==> src/rtl/ahb_split_ctrl_if.sv <==
// ahb_split_ctrl_if: response-bus taps into the SPLIT controller and the mask/status it returns to the arbiter
`ifndef NUM_MASTERS
`define NUM_MASTERS 4
`endif
interface ahb_split_ctrl_if #(parameter int NUM_MASTERS = `NUM_MASTERS);
    localparam int MW = NUM_MASTERS > 1 ? $clog2(NUM_MASTERS) : 1;
    logic [MW-1:0]          Hmaster;
    logic                   Hready;
    logic [1:0]             Hresp;
    logic [NUM_MASTERS-1:0] Hsplit;
    logic [NUM_MASTERS-1:0] Hreq_mask;
    logic [MW-1:0]          Hmaster_data;
    logic                   Hall_split;
    logic [NUM_MASTERS-1:0] split_timeout;
    logic                   prot_err;
    modport slave (
        input  Hmaster, Hready, Hresp, Hsplit,
        output Hreq_mask, Hmaster_data, Hall_split, split_timeout, prot_err
    );
    modport master (
        output Hmaster, Hready, Hresp, Hsplit,
        input  Hreq_mask, Hmaster_data, Hall_split, split_timeout, prot_err
    );
endinterface

==> src/rtl/ahb_split_ctrl.sv <==
// ahb_split_ctrl: masks masters that received a SPLIT response until resumed via Hsplit or released by a watchdog
`ifndef NUM_MASTERS
`define NUM_MASTERS 4
`endif
module ahb_split_ctrl #(
    parameter int NUM_MASTERS   = `NUM_MASTERS,
    parameter int SPLIT_TIMEOUT = 256
) (
    input  logic               Hclk,
    input  logic               Hreset,
    ahb_split_ctrl_if.slave    bus
);
    localparam int MW = NUM_MASTERS > 1 ? $clog2(NUM_MASTERS) : 1;
    localparam int CW = SPLIT_TIMEOUT > 0 ? $clog2(SPLIT_TIMEOUT + 1) : 1;
    localparam bit WD = SPLIT_TIMEOUT != 0;
    localparam logic [CW-1:0] LAST = CW'(SPLIT_TIMEOUT > 0 ? SPLIT_TIMEOUT - 1 : 0);

    typedef enum logic {FREE, SPLIT} st_t;

    st_t                    st  [NUM_MASTERS];
    logic [CW-1:0]          cnt [NUM_MASTERS];
    logic [NUM_MASTERS-1:0] mask, tout;
    logic [MW-1:0]          md;
    logic                   prev_split, perr, split_now;

    assign split_now = bus.Hready && bus.Hresp == 2'b11;

    always_ff @(posedge Hclk) begin
        if (Hreset) begin
            prev_split <= 1'b0;
            perr       <= 1'b0;
            md         <= '0;
            mask       <= '0;
            tout       <= '0;
            for (int i = 0; i < NUM_MASTERS; i++) begin
                st[i]  <= FREE;
                cnt[i] <= '0;
            end
        end else begin
            prev_split <= !bus.Hready && bus.Hresp == 2'b11;
            perr       <= split_now && !prev_split;
            if (bus.Hready) md <= bus.Hmaster;
            for (int i = 0; i < NUM_MASTERS; i++) begin
                tout[i] <= 1'b0;
                // md still holds the data-phase owner of the SPLIT being completed
                if (split_now && prev_split && md == MW'(i)) begin
                    st[i]   <= SPLIT;
                    mask[i] <= 1'b1;
                    cnt[i]  <= '0;
                end else if (st[i] == SPLIT) begin
                    if (bus.Hsplit[i] || (WD && cnt[i] == LAST)) begin
                        st[i]   <= FREE;
                        mask[i] <= 1'b0;
                        cnt[i]  <= '0;
                        tout[i] <= !bus.Hsplit[i];
                    end else if (cnt[i] != '1) begin
                        cnt[i] <= cnt[i] + 1'b1;
                    end
                end
            end
        end
    end

    assign bus.Hreq_mask     = mask;
    assign bus.Hmaster_data  = md;
    assign bus.Hall_split    = &mask;
    assign bus.split_timeout = tout;
    assign bus.prot_err      = perr;
endmodule

==> src/flat_wrapper.sv <==
// flat-port wrapper written by rule: the top's interface ports become plain ports
module ahb_split_ctrl_flat 
#(
    parameter int NUM_MASTERS   = `NUM_MASTERS,
    parameter int SPLIT_TIMEOUT = 256
)
  (Hclk, Hreset, bus_Hmaster, bus_Hready, bus_Hresp, bus_Hsplit, bus_Hreq_mask, bus_Hmaster_data, bus_Hall_split, bus_split_timeout, bus_prot_err);
  ahb_split_ctrl_if #(.NUM_MASTERS(NUM_MASTERS)) bus_i ();
  input  logic Hclk;
  input  logic Hreset;
  input wire logic [$bits(bus_i.Hmaster)-1:0] bus_Hmaster;
  input wire logic [$bits(bus_i.Hready)-1:0] bus_Hready;
  input wire logic [$bits(bus_i.Hresp)-1:0] bus_Hresp;
  input wire logic [$bits(bus_i.Hsplit)-1:0] bus_Hsplit;
  output wire logic [$bits(bus_i.Hreq_mask)-1:0] bus_Hreq_mask;
  output wire logic [$bits(bus_i.Hmaster_data)-1:0] bus_Hmaster_data;
  output wire logic [$bits(bus_i.Hall_split)-1:0] bus_Hall_split;
  output wire logic [$bits(bus_i.split_timeout)-1:0] bus_split_timeout;
  output wire logic [$bits(bus_i.prot_err)-1:0] bus_prot_err;
  assign bus_i.Hmaster = bus_Hmaster;
  assign bus_i.Hready = bus_Hready;
  assign bus_i.Hresp = bus_Hresp;
  assign bus_i.Hsplit = bus_Hsplit;
  assign bus_Hreq_mask = bus_i.Hreq_mask;
  assign bus_Hmaster_data = bus_i.Hmaster_data;
  assign bus_Hall_split = bus_i.Hall_split;
  assign bus_split_timeout = bus_i.split_timeout;
  assign bus_prot_err = bus_i.prot_err;
  ahb_split_ctrl #(.NUM_MASTERS(NUM_MASTERS), .SPLIT_TIMEOUT(SPLIT_TIMEOUT)) u_core (.Hclk(Hclk), .Hreset(Hreset), .bus(bus_i));
endmodule
==> config.mk <==
export PLATFORM = sky130hd
export DESIGN_NAME = ahb_split_ctrl_flat
export DESIGN_NICKNAME = d
export VERILOG_FILES = /design/src/rtl/ahb_split_ctrl_if.sv /design/src/rtl/ahb_split_ctrl.sv /design/src/flat_wrapper.sv
export SDC_FILE = /design/constraint.sdc
export NUM_CORES = 1
export LEC_CHECK = 0
export ABC_AREA = 1
export CAP_MARGIN = 20
export CELL_PAD_IN_SITES_DETAIL_PLACEMENT = 1
export CELL_PAD_IN_SITES_GLOBAL_PLACEMENT = 1
export CORE_MARGIN = 1.5
export CORE_UTILIZATION = 40
export DETAILED_ROUTE_END_ITERATION = 7
export PLACE_DENSITY_LB_ADDON = 0.08
export REMOVE_ABC_BUFFERS = 1
export SETUP_SLACK_MARGIN = 0.2
export SLEW_MARGIN = 20
export SYNTH_ARGS = -nofsm -noshare
export SYNTH_HDL_FRONTEND = slang
export SYNTH_SLANG_ARGS = --single-unit
==> constraint.sdc <==
create_clock -name Hclk -period 2 [get_ports Hclk]
set_input_delay 0.3 -clock Hclk [delete_from_list [all_inputs] [get_ports Hclk]]
set_output_delay 0.3 -clock Hclk [all_outputs]
set_load 0.005 [all_outputs]
# --- After elaboration in Yosys (flattened, before gate mapping) ---
# Memories as Yosys holds them, arrays and structs flattened.
# Cells that the tools add are included.
word_totals:
  regBits: 12
  ram_bits: 40
  in_bits: 11
  out_inout_bits: 12
  n_memories: 2
classes:
  add_sub_neg: 4
  n_eq_ne: 12
  muxes: 90
  bitwise: 28
  reduce_logical: 36
memory_table:
  columns: ["memory", "words", "word_bits", "rd", "rd_clocked_by_memory_dff", "wr", "line_no", "text"]
  rows:
  - ["u_core.cnt", 4, 9, 4, 0, 4, "ahb_split_ctrl.sv:21", "logic [CW-1:0] cnt [NUM_MASTERS];"]
  - ["u_core.st", 4, 1, 4, 0, 4, "ahb_split_ctrl.sv:20", "st_t st [NUM_MASTERS];"]
ops:
  columns: ["operator", "count"]
  rows:
  - ["2-to-1 mux 9 bit", 12]
  - ["2-to-1 mux 1 bit", 78]
  - ["adder 9 x 1 -> 9 bit (second input constant)", 4]
  - ["== test 9 x 8 -> 1 bit (second input constant)", 4]
  - ["inequality test 9 bit (second input constant)", 4]
  - ["bitwise OR 1 bit", 20]
  - ["nonzero test 2 bit", 8]
  - ["OR reduction 4 bit", 4]
  - ["logical AND 1 bit", 8]
  - ["inverter 1 bit", 8]
  - ["AND reduction 2 bit", 4]
  - ["== test 2 bit (second input constant)", 3]
  - ["zero test 1 bit", 6]
  - ["logical OR 1 bit", 4]
  - ["AND reduction 4 bit", 1]
  - ["== test 2 x 1 -> 1 bit (second input constant)", 1]
  - ["zero test 2 bit", 1]

# --- Logic depth before layout (Yosys ltp) ---
# Gate-level depths: netlist (run 1).
logic_depth:
  ltp_word: 10
  mapped_depth: 11
  mapped_depth_nobuf: 11

# --- Worst setup path before layout (run 1) ---
# OpenSTA, ideal clock, no wires.
synth_path:
  path_kind: "register -> register"
  start: "memory u_core.cnt[0][18] (netlist bit)"
  end: "memory u_core.cnt[0][18] (netlist bit) (enable)"
  arrival_time_ps: 1721
  t_required_ps: 1657
  setup_slack_ps: -64
  stages_incl_launch_ff: 12
  n_path_buf: 0
  cell_sequence: "edfxtp_1 ha_1 nand2_1 inv_1 nand4_1 nor2_1 ha_1 nor2_1 nand2_1 nor2_1 nand2_4 nand3_1"
synth_lines:
  columns: ["item", "line_no"]
  rows:
  - ["start: declaration", "ahb_split_ctrl.sv:21"]

==> results of run 1 <==
-- how the worst max path moves through the flow --
| stage | startpoint | endpoint | slack (ps) | depth (start not counted) |
|---|---|---|---|---|
| 2_1_floorplan | u_core.cnt[0][18]$_SDFFCE_PN0P_ | u_core.cnt[0][18]$_SDFFCE_PN0P_ | -60 | 11 |
| 3_3_place_gp | u_core.cnt[0][18]$_SDFFCE_PN0P_ | u_core.cnt[0][22]$_SDFFCE_PN0P_ | 30 | 12 |
| 3_5_place_dp | u_core.cnt[0][27]$_SDFFCE_PN0P_ | u_core.cnt[0][27]$_SDFFCE_PN0P_ | -40 | 12 |
| 4_1_cts | u_core.cnt[0][27]$_SDFFCE_PN0P_ | u_core.cnt[0][32]$_SDFFCE_PN0P_ | 70 | 12 |
| 5_1_grt | u_core.cnt[0][18]$_SDFFCE_PN0P_ | u_core.cnt[0][19]$_SDFFCE_PN0P_ | -30 | 12 |
| 6_report | u_core.cnt[0][27]$_SDFFCE_PN0P_ | u_core.cnt[0][30]$_SDFFCE_PN0P_ | 50 | 12 |
-- metrics by stage --
stage / cells / worst slack (ps)
2_1_floorplan: 304 / -63.63
3_3_place_gp: 438 / 31.60
3_5_place_dp: 438 / -37.91
4_1_cts: 461 / 74.61
5_1_grt: 472 / -32.79
6_report: 472 / 52.99
-- flip-flops by register name, indices dropped and copies added (netlist names) --
register	cells
u_core.cnt	36
u_core.bus.Hreq_mask	4
u_core.bus.split_timeout	4
u_core.st	4
u_core.bus.Hmaster_data	2
u_core.bus.prot_err	1
u_core.prev_split	1
-- final cells by class --
class	instances	area [µm²]
multi-input cells	212	1575
fillers	742	2574
flip-flops and latches	52	1441
clock buffers	8	90.09
inverters	41	153.9
well taps	80	100.1
repair buffers	79	784.5
-- kinds of logic (layout without fill, tap and decap cells) --
family | count (synthesis) | in the layout
adder cells (fa/ha/maj) | 12 | 12
XOR/XNOR | 12 | 12
AO/OA/AOI/OAI | 14 | 14
flip-flops | 52 | 52
AND/OR/NAND/NOR | 173 | 174
buffers and inverters | 43 | 128
-- layer usage --
metal | vias up | part of all wire (%)
li1 | 1166 | -
met1 | 1148 | 43
met2 | 20 | 54
met3 | 5 | 2.1
met4 | 0 | 0.98
met5 | - | 0
-- critical path, cell delays in order (launching register included) --
cell,delay (ps)
edfxtp_1,440
ha_2,230
nand2_2,70
inv_2,50
nand3_4,90
nor2_4,50
ha_4,160
nor2_4,90
inv_2,60
nor2_4,110
inv_1,40
nand4_1,130
buf_6,150
-- where the power goes --
part	leakage [nW]	internal, mW	total (mW)	switching [mW]
Combinational	1.07	0.188	0.376	0.189
Clock	0.0455	0.284	0.640	0.357
Sequential	0.524	1.22	1.26	0.0455
-- placed cells by master, fill, tap and decap left out, drive strengths merged, types with 3 or more instances in the layout --
cell            n
dfxtp          12
buf            56
inv            41
nand4           3
a21oi           6
nand2          57
clkdlybuf4s50  22
nand3          30
xnor2           6
edfxtp         40
nor2           78
ha             12
o21ai           6
clkbuf          9
xor2            6
-- repair_timing --
action	CTS	global route
setup buffers	12	10
gates cloned	3	1
endpoints found under the setup margin	76	79
pin swaps	11	23
gates resized for setup	54	68
==> metrics.md, run 1 <==
| Metric | Value |
|---|---|
| First-pass GRT wire length | `roughly 11000 µm` |
| Pin count of the biggest net entering global routing | `15` |
| Slew Viols, Final | `0` |
| Die ar. | `7411 µm²` |
| FFs w/ async S/R, synth | `0%` |
| Initial core utilization | `between 40% and 50%` |
| # H-tree levels | `2` |
| Antenna Nets Post-Route | `0` |
| Mean Syn Cell Area | `between 9 and 10 µm²` |
| Post-route cell area | `~4100 µm²` |
| GR Util met1 | `around 24%` |
| Final hold violation count | `0` |
| Sequential cell area fraction in the yosys report | `~52%` |
| Yosys cell types | `27` |
| Cell depth of the worst flop-to-flop path | `12` |
| Pre-antenna DRT Iters | `4` |
| Slew headroom | `between 70% and 80%` |
| Yosys reg bits | `52` |
| WL per Instance | `around 15 µm` |
| Placed wire-length estimate | `roughly 4300 µm` |
| Synth top area cells | `edfxtp_1, nor2_1, dfxtp_1` |
| Final TNS setup | `0 ps` |
| Grt ovf | `0` |
| Area grow syn2layout | `50.11%` |
| Cts bufs inserted | `5` |
| Fmax | `a little over 500 MHz` |
| Root Driver | `clkbuf_8` |
| Fin crit period | `roughly 1900 ps` |
| PwrDens | `around 550 nW/µm²` |
| CP Max Fanout | `5` |
| Worst-path clk slew | `approximately 100 ps` |
| RePlAce Congestion | `~0.75` |
| Post-Synth Simple-Gate Area | `between 20 and 30%` |
| Endpoint class of the critical path | `flop` |
| Design Power | `2.281 mW` |
| IO Pins | `23` |
| Initial antenna violation count | `0` |
| Post-synth top area share | `a little over two fifths` |
| # rows | `30` |
| Count leader, synth | `nor2_1` |
| Util after Layout | `61.69%` |
| Cells after Synth | `around 310` |
| ANT cells | `0` |
| P_leak | `~1.6 nW` |
| Clock Sinks | `52` |
| Total Nets Final | `slightly above 400` |
| Max-Cap Viols | `0` |
| Xor/xnor cell area share of the yosys netlist | `under 10%` |
| RSZ-0062 raised after global routing | `true` |
| Worst reg2reg path endpoint | `u_core.cnt[0][30]$_SDFFCE_PN0P_` |
| Hold-fix buffers at CTS | `0` |
| Top cell type by total area after synthesis | `edfxtp_1` |
| Synth Flop Type | `edfxtp_1` |
| Drt total wl | `roughly 7200 µm` |
| Synth Warn # | `0` |
| Vias per inst | `roughly 5.0` |
| Die height | `86.09 µm` |
| Crit path arrival time | `approximately 2000 ps` |
| Synth Area in Adders | `approximately 5.4%` |
| Port Buffers | `22` |
| DR iter-0 viols | `83` |
| Met3 usage | `3.369%` |
| Min-delay src | `u_core.bus.Hreq_mask[2]$_SDFFE_PP0P_` |
| Met2 Track Usage GR | `a little under a third` |
| Clock Skew | `between 4 and 5 ps` |
| Largest family of logic cells by synthesized area | `simple AND/OR/NAND/NOR gates` |
| Post-synth top cells | `nor2_1, nand2_1, edfxtp_1, inv_1, nand3_1` |
| Vias in the first global route | `2224` |
| Period utilization | `slightly below 100%` |
| Crit path kind | `flop to flop` |
| Clk buf depth | `2` |
| Startpoint types | `flop` |
| DP Area | `3332 µm²` |
| Final setup viols | `0` |
| Reg-to-reg slack, setup | `around 53 ps` |
| Clk_lat worst skew | `between 300 and 400 ps` |
| R2R Path Start | `u_core.cnt[0][27]$_SDFFCE_PN0P_` |
| Die X | `86.09 µm` |
| Maximum VDD drop | `roughly 0.31 mV` |
| Hold path depth | `2` |
| Compound-Gate Fraction of Synth Area | `roughly 3%` |
| Multiplexer share of the synthesized area | `0%` |
| Hold Path End | `u_core.bus.Hreq_mask[2]$_SDFFE_PP0P_` |
| GRT Max-Usage Layer | `met2` |
| Layout cell share with drive strength beyond 1 | `about 39%` |
| # DRC | `0` |
| Total GRT Usage | `a little under a fifth` |
| Post-synth EDFFs | `40` |
| Core ar. | `around 6700 µm²` |
| WHS | `between 500 and 600 ps` |
| Worst-Margin Slew | `between 400 and 500 ps` |
| Vias post-DR | `roughly 2300` |
| CTS tree | `yes` |
| CP required | `just over 2000 ps` |
| Post-Syn Area | `between 2000 and 3000 µm²` |
| Run status | `complete, no violations` |
| Hold/Removal Path Class | `flop to flop` |
No activity file was read; power rests on OpenSTA's default activity.
==> run 2: changes to the inputs <==
Settings changed: SETUP_SLACK_MARGIN 0.2 to 0.4.
==> run 2 against run 1 <==
  * Largest power group unchanged
  * Via count grew 0.60%
  * Combinational power grew 5%
  * Largest cell class unchanged
  * Die area is the same
  * Sequential cell count is the same
  * Final cell count grew 1.7%
  * Critical endpoint is now u_core.cnt[0][1]$_SDFFCE_PN0P_
==> metrics.md, run 2 (same netlist as run 1, synthesis figures left out) <==
| Metric | Value |
|---|---|
| Startpoint types | `flop` |
| Port Buffers | `22` |
| RePlAce Congestion | `around 0.75` |
| Max FFs per register | `36` |
| Total Nets Final | `422` |
| Clock Sinks | `52` |
| Final hold violation count | `0` |
| Most frequent cells in the layout | `buf_4, nand2_1, edfxtp_1` |
| WL per Instance | `approximately 15 µm` |
| P_leak | `between 1.5 and 2 nW` |
| Antenna Nets Post-Route | `0` |
| Min-delay src | `u_core.bus.Hreq_mask[2]$_SDFFE_PP0P_` |
| Cts bufs inserted | `5` |
| Final setup viols | `0` |
| Max-Cap Viols | `0` |
| Slew Viols, Final | `0` |
| # DRC | `0` |
| CTS tree | `yes` |
| Slew headroom | `72.02%` |
| Crit path kind | `flop to flop` |
| Hold Path End | `u_core.bus.Hreq_mask[2]$_SDFFE_PP0P_` |
| Placed wire-length estimate | `between 4000 and 5000 µm` |
| Vias in the first global route | `2271` |
| Drt total wl | `roughly 7000 µm` |
| Fmax | `about 520 MHz` |
| Maximum VDD drop | `around 0.27 mV` |
| Clk_lat worst skew | `between 300 and 400 ps` |
| Root Driver | `clkbuf_8` |
| Top reg by flops | `u_core.cnt` |
| Cells after DPL | `about 440` |
| # H-tree levels | `2` |
| Hold path depth | `2` |
| CP required | `2040 ps` |
| Crit path arrival time | `1980 ps` |
| Area grow syn2layout | `54.96%` |
| DR iter-0 viols | `between 50 and 60` |
| IO Pins | `23` |
| PwrDens | `between 500 and 600 nW/µm²` |
| Cell Count, Final, Fillers Out | `480` |
| Worst reg2reg path endpoint | `u_core.cnt[0][1]$_SDFFCE_PN0P_` |
| Pin count of the biggest net entering global routing | `15` |
| Vias per inst | `4.902` |
| # rows | `30` |
| R2R Path Start | `u_core.cnt[0][1]$_SDFFCE_PN0P_` |
| ANT cells | `0` |
| CP Max Fanout | `4` |
| Fin crit period | `roughly 1900 ps` |
| RSZ-0062 raised after global routing | `true` |
| Grt ovf | `0` |
| Initial core utilization | `about 41%` |
| Endpoint class of the critical path | `flop` |
| Final TNS setup | `0 ps` |
| Cell depth of the worst flop-to-flop path | `12` |
| Hold/Removal Path Class | `flop to flop` |
| Run status | `complete, no violations` |
| Core ar. | `roughly 6700 µm²` |
| Worst-path clk slew | `roughly 90 ps` |
| Total GRT Usage | `19.20%` |
| Die ar. | `7411 µm²` |
| Clk buf depth | `2` |
| Layout cell share with drive strength beyond 1 | `43.75%` |
| Die X | `86.09 µm` |
| Worst-Margin Slew | `419.2 ps` |
| Commonest non-fill, non-tap cell in the layout | `buf_4` |
| Reg-to-reg slack, setup | `between 50 and 60 ps` |
| Die height | `~86 µm` |
| Vias post-DR | `around 2400` |
| Period utilization | `between 90% and 100%` |
| Clock Skew | `roughly 5.0 ps` |
| First-pass GRT wire length | `approximately 11000 µm` |
| Pre-antenna DRT Iters | `4` |
| Hold-fix buffers at CTS | `0` |
| Initial antenna violation count | `0` |
==> run 2: report_power, final <==
group	leakage (nW)	total [mW]	internal [mW]	switching, mW
Sequential	0.526	1.26	1.22	0.0440
Combinational	1.12	0.394	0.197	0.197
Clock	0.0455	0.637	0.283	0.353
==> run 2: worst max-delay path, stage by stage, from the launching register on <==
cell       delay, ps
edfxtp_1         410
ha_2             230
nand2_4           70
nor2_4            30
nand2_2           80
nor2_4            60
ha_4             160
nor2_4           140
inv_2             60
nor2_4           100
nand2_4           80
nand3_4           90
clkbuf_16        150
==> run 2: how the worst max path moves through the flow <==
stage | slack (ps) | end | start
CTS | 70 | u_core.cnt[0][32]$_SDFFCE_PN0P_ | u_core.cnt[0][27]$_SDFFCE_PN0P_
global placement | 30 | u_core.cnt[0][22]$_SDFFCE_PN0P_ | u_core.cnt[0][18]$_SDFFCE_PN0P_
global route | -40 | u_core.cnt[0][19]$_SDFFCE_PN0P_ | u_core.cnt[0][19]$_SDFFCE_PN0P_
finish | 60 | u_core.cnt[0][1]$_SDFFCE_PN0P_ | u_core.cnt[0][1]$_SDFFCE_PN0P_
floorplan | -60 | u_core.cnt[0][18]$_SDFFCE_PN0P_ | u_core.cnt[0][18]$_SDFFCE_PN0P_
detailed placement | -40 | u_core.cnt[0][27]$_SDFFCE_PN0P_ | u_core.cnt[0][27]$_SDFFCE_PN0P_
==> run 2: layout make-up <==
class                      instances  area (µm²)
tap                               80       100.1
timing repair buffer              87       849.6
inverter                          41       153.9
clock buffer                       8       90.09
sequential                        52        1448
multi-input combinational        212        1638
fill                             728        2440
==> run 2: what timing repair did <==
item / CTS / global route
gates cloned: 5 / 1
setup buffers: 17 / 11
gates resized for setup: 83 / 70
endpoints found under the setup margin: 83 / 84
pin swaps: 18 / 16
==> run 2: layer usage <==
metal / vias to the layer above / track usage [%] / part of all wire, %
met5: - / 0 / 0
met4: 0 / 5.279 / 1.1
met3: 7 / 3.369 / 2.5
met2: 26 / 32.50 / 50
met1: 1138 / 25.37 / 46
li1: 1182 / - / -
==> run 2: per-stage QoR <==
| stage | worst slack, ps | power [mW] | util [%] | hold slack, ps | instance area [µm²] |
|---|---|---|---|---|---|
| after CTS | 74.61 | 2.242 | 57.99 | 487.2 | 3896 |
| after floorplan | -63.63 | 1.400 | - | 369.1 | 2746 |
| after global routing | -38.90 | 2.383 | 63.69 | 536.2 | 4279 |
| final | 58.56 | 2.294 | 63.69 | 487.5 | 4279 |
| after detailed placement | -37.91 | 1.538 | 49.59 | 481.7 | 3332 |
| after global placement | 31.60 | 1.529 | 49.59 | 474.2 | 3332 |
